[src/rtl/vector_line_writer.sv]
// Formats each accepted sample as one ASCII .mem line: bits MSB first, optional spaces, newline.
// First character is valid the cycle after accept; byte_ready low stalls the line with outputs held.
module vector_line_writer #(
  parameter int                DATA_W      = 8,
  parameter logic [DATA_W-1:0] SPACE_AFTER = DATA_W'(8'b1001_0000)
) (
  input  logic              clock,
  input  logic              reset,
  input  logic              sample_valid,
  output logic              sample_ready,
  input  logic [DATA_W-1:0] sample_data,
  output logic              byte_valid,
  input  logic              byte_ready,
  output logic [7:0]        byte_data,
  output logic              busy,
  output logic [15:0]       line_count
);

  localparam int               IDX_W   = (DATA_W > 1) ? $clog2(DATA_W) : 1;
  localparam logic [IDX_W-1:0] IDX_TOP = IDX_W'(DATA_W - 1);

  typedef enum logic [1:0] {
    IDLE    = 2'd0,
    BIT     = 2'd1,
    SPACE   = 2'd2,
    NEWLINE = 2'd3
  } state_t;

  state_t            state_q;
  state_t            state_d;
  logic [DATA_W-1:0] hold_q;
  logic [DATA_W-1:0] mask_q;
  logic [IDX_W-1:0]  idx_q;
  logic [15:0]       line_cnt_q;
  logic              sample_acc;
  logic              last_bit;
  logic              space_next;

  assign sample_acc = sample_valid && sample_ready;
  assign last_bit   = (idx_q == '0);
  // hold_q and mask_q shift together, so the bit being printed and its space flag sit at the top
  assign space_next = mask_q[DATA_W-1];
  assign line_count = line_cnt_q;

  always_ff @(posedge clock or posedge reset) begin
    if (reset) begin
      state_q <= IDLE;
    end else begin
      state_q <= state_d;
    end
  end

  always_comb begin
    state_d = state_q;
    case (state_q)
      IDLE: begin
        if (sample_acc) state_d = BIT;
      end
      BIT: begin
        if (byte_ready) begin
          if (last_bit)        state_d = NEWLINE;
          else if (space_next) state_d = SPACE;
          else                 state_d = BIT;
        end
      end
      SPACE: begin
        if (byte_ready) state_d = BIT;
      end
      NEWLINE: begin
        if (byte_ready) state_d = sample_acc ? BIT : IDLE;
      end
      default: state_d = IDLE;
    endcase
  end

  always_comb begin
    sample_ready = 1'b0;
    byte_valid   = 1'b0;
    byte_data    = 8'h00;
    busy         = 1'b0;
    case (state_q)
      IDLE: begin
        sample_ready = !reset;
      end
      BIT: begin
        byte_valid = 1'b1;
        busy       = 1'b1;
        byte_data  = {7'b0011000, hold_q[DATA_W-1]};
      end
      SPACE: begin
        byte_valid = 1'b1;
        busy       = 1'b1;
        byte_data  = 8'h20;
      end
      NEWLINE: begin
        // accepting the next sample on the newline cycle keeps lines back-to-back
        sample_ready = byte_ready && !reset;
        byte_valid   = 1'b1;
        busy         = 1'b1;
        byte_data    = 8'h0A;
      end
      default: begin
        sample_ready = 1'b0;
      end
    endcase
  end

  always_ff @(posedge clock or posedge reset) begin
    if (reset) begin
      hold_q     <= '0;
      mask_q     <= '0;
      idx_q      <= '0;
      line_cnt_q <= 16'h0000;
    end else begin
      if (sample_acc) begin
        hold_q <= sample_data;
        mask_q <= SPACE_AFTER;
        idx_q  <= IDX_TOP;
      end else if ((state_q == BIT && byte_ready && !last_bit && !space_next) ||
                   (state_q == SPACE && byte_ready)) begin
        hold_q <= hold_q << 1;
        mask_q <= mask_q << 1;
        idx_q  <= idx_q - 1'b1;
      end
      if (state_q == NEWLINE && byte_ready) begin
        line_cnt_q <= line_cnt_q + 16'h0001;
      end
    end
  end

endmodule

[config.mk]
export PLATFORM = sky130hd
export DESIGN_NAME = vector_line_writer
export DESIGN_NICKNAME = d
export VERILOG_FILES = /design/src/rtl/vector_line_writer.sv
export SDC_FILE = /design/constraint.sdc
export NUM_CORES = 1
export LEC_CHECK = 0
export BUFFER_PORTS_ARGS = -buffer_cell sky130_fd_sc_hd__buf_2
export CAP_MARGIN = 20
export CORE_UTILIZATION = 47
export CTS_CLUSTER_SIZE = 12
export DETAILED_ROUTE_END_ITERATION = 10
export GPL_ROUTABILITY_DRIVEN = 0
export HOLD_SLACK_MARGIN = 0.05
export PLACE_DENSITY = 0.76
export SLEW_MARGIN = 20
export SYNTH_ARGS = -nofsm -noshare
export SYNTH_HDL_FRONTEND = slang
export SYNTH_SLANG_ARGS = --single-unit
export TNS_END_PERCENT = 100
[constraint.sdc]
create_clock -name clock -period 2.04 [get_ports clock]
set_clock_uncertainty 0.05 [all_clocks]
set_input_delay 0.306 -clock clock [delete_from_list [all_inputs] [get_ports clock]]
set_output_delay 0.306 -clock clock [all_outputs]
set_load 0.02 [all_outputs]
==> impl_metrics.env <==
export IMPL_cts_tree="done"
export IMPL_h_tree_depth=2
export IMPL_clk_latency_ns=0.32
export IMPL_synthesis_area_um2=1659
export IMPL_via_per_inst=4.967
export IMPL_die_w_um=61.42
export IMPL_grt_pass1_vias=1133
export IMPL_path_clk_slew_ns=0.09
export IMPL_post_place_ws_ns=0.1295
export IMPL_core_um2=3363
export IMPL_finalCriticalPeriod_ns=1.926
export IMPL_yosys_cell_types_count=33
export IMPL_setup_worst_path_start="state_q[0]$_DFFE_PP0P_"
export IMPL_max_freq_mhz=519.3
export IMPL_ys_warnings_count=0
export IMPL_dieArea_um2=3772
export IMPL_syn_to_final_growth_pct=16.36
export IMPL_initial_core_util_pct=49.33
export IMPL_critical_path_arrival_ns=1.57
export IMPL_drv_cap=0
export IMPL_postRouteAntennaNets=0
export IMPL_rsz0062_at_grt="false"
export IMPL_synth_seq_cells=33
export IMPL_crit_type="register to output pin"
export IMPL_port_buffers=35
export IMPL_cts_inserted_buffers=5
export IMPL_final_cell_mix="buf_2 (35), dfrtp_1 (33), nor2_1 (13), nand2_1 (13), xnor2_1 (13)"
export IMPL_hpwl_um=2213
export IMPL_power_density_nw_per_um2=1193
export IMPL_antenna_cells=0
export IMPL_wl_per_cell_um=12.33
export IMPL_holdCritPathClass="primary input to register"
export IMPL_hold_viol_final=0
export IMPL_cts_root_buf="clkbuf_4"
export IMPL_slew_viol_final=0
export IMPL_drtIter0Drc=29
export IMPL_dr_pass1_iters=4
export IMPL_nNetsFinal=214
export IMPL_critPathLaunchType="register"
export IMPL_rows=21
export IMPL_worstHoldStart="sample_data[0]"
export IMPL_cts_buffer_depth=2
export IMPL_drc_errors=0
export IMPL_reg2reg_from="state_q[1]$_DFFE_PP0P_"
export IMPL_clock_sinks=33
export IMPL_worstPathRequired_ns=1.68
export IMPL_antenna_found_initial=0
export IMPL_grt_max_degree=34
export IMPL_finalCritPeriodShare_pct=94.39
export IMPL_setup_slack_ns=0.1145
export IMPL_power_leakage_nw=1.044
export IMPL_grt_ovfl_total=0
export IMPL_endpoint_kind="output pin"
export IMPL_grt_usage_pct=18.04
export IMPL_drive_above_1_share_pct=27.46
export IMPL_status="finished, final reports clean"
export IMPL_setup_viol=0
export IMPL_postRouteWirelength_um=2947
export IMPL_tns_ns=0
export IMPL_ir_drop_uv=517.0
export IMPL_critPathMaxFanout=5
export IMPL_ys_seq_area_share_pct=49.77
export IMPL_io_pin_count=39
export IMPL_synthCells=154
export IMPL_grt_first_pass_wirelength_um=4809
export IMPL_avgSynthCellArea_um2=10.77
export IMPL_fp_dieH_um=61.42
export IMPL_layout_commonest_cell="buf_2"
export IMPL_vias=1187
report_power, final:
group	leakage, nW	switching, mW	total, mW	internal (mW)
Combinational	0.584	0.563	1.02	0.453
Clock	0.0269	0.195	0.314	0.119
Sequential	0.433	0.134	0.974	0.841
Total	1.04	0.891	2.30	1.41
final cells by class:
class / count / area [um^2]
Clock inverter: 1 / 5.005
Multi-Input combinational cell: 105 / 747.0
Timing Repair Buffer: 39 / 220.2
Sequential cell: 33 / 825.8
Inverter: 10 / 37.54
Fill cell: 313 / 1433
Tap cell: 46 / 57.56
Clock buffer: 5 / 37.54
Yosys cell counts, drive strengths merged:
| master | instances | area [um^2] |
|---|---|---|
| mux2i | 11 | 110.1 |
| a21oi | 9 | 45.04 |
| buf | 8 | 58.81 |
| or3 | 1 | 6.260 |
| nand3 | 7 | 40.04 |
| and4 | 3 | 26.28 |
| nand4 | 1 | 6.260 |
| o211ai | 2 | 15.01 |
| nand2b | 1 | 6.260 |
| ha | 8 | 100.1 |
| mux2 | 2 | 22.52 |
| nor3 | 3 | 26.28 |
| nor2 | 14 | 55.06 |
| inv | 10 | 37.54 |
| nor3b | 1 | 12.51 |
| and2 | 2 | 12.51 |
| conb | 1 | 3.750 |
| nand2 | 14 | 55.06 |
| xnor2 | 13 | 113.9 |
| and3 | 1 | 6.260 |
| o21ai | 4 | 31.28 |
| o2bb2ai | 1 | 8.760 |
| dfrtp | 33 | 825.8 |
| nand3b | 1 | 7.510 |
| xor2 | 3 | 26.28 |
through the flow:
step	area (um^2)	hold WS [ns]	power (mW)	std cells	util [%]
after floorplan	1667	0.3849	1.760	156	-
after global placement	1856	0.3831	1.907	231	55.17
after detailed placement	1856	0.3910	1.972	231	55.17
after CTS	1908	0.1579	2.292	238	56.73
after global routing	1931	0.1748	2.508	239	57.40
final	1931	0.1697	2.304	239	57.40
kinds of logic after synthesis:
logic type,share of synthesized area [%]
adders and majority gates,6.033
muxes,7.994
other,0.2260
AOI/OAI and AO/OA,6.033
buffers and inverters,5.807
and+or+nand+nor,15.69
DFF,49.77
xor gates and xnor gates,8.447
final timing paths:
kind,endpoint,slack (ns),cells past startpoint
max in group asynchronous,line_count[12]$_DFFE_PP0P_,1.07,4
worst min-delay path,hold_q[0]$_DFFE_PP0P_,0.17,3
min in group asynchronous,state_q[0]$_DFFE_PP0P_,0.58,4
worst max register to register,hold_q[2]$_DFFE_PP0P_,0.32,7
worst min register to register,line_count[15]$_DFFE_PP0P_,0.42,1
worst max-delay path,sample_ready,0.11,4
per-layer routing:
layer	track usage [%]	part of all wire, %
met5	0	0
met4	12.38	2.4
met3	4.622	3.7
met2	29.66	52
met1	20.68	42
critical path, cell delays in order (launching register included):
cell,delay (ns)
dfrtp_1,0.43
inv_1,0.09
ha_1,0.34
nor3_1,0.19
buf_2,0.19
sequential cells by signal, indices dropped and copies added, names as in the netlist:
signal / flops
idx_q: 3
mask_q: 4
state_q: 2
line_count: 16
hold_q: 8
what timing repair did:
action	in CTS	in global routing
resized for setup	0	1
hold buffers	1	0
setup endpoints to repair	0	5
buffers inserted	0	1
hold endpoints to repair	33	0
(Power assumes the default switching activity.)
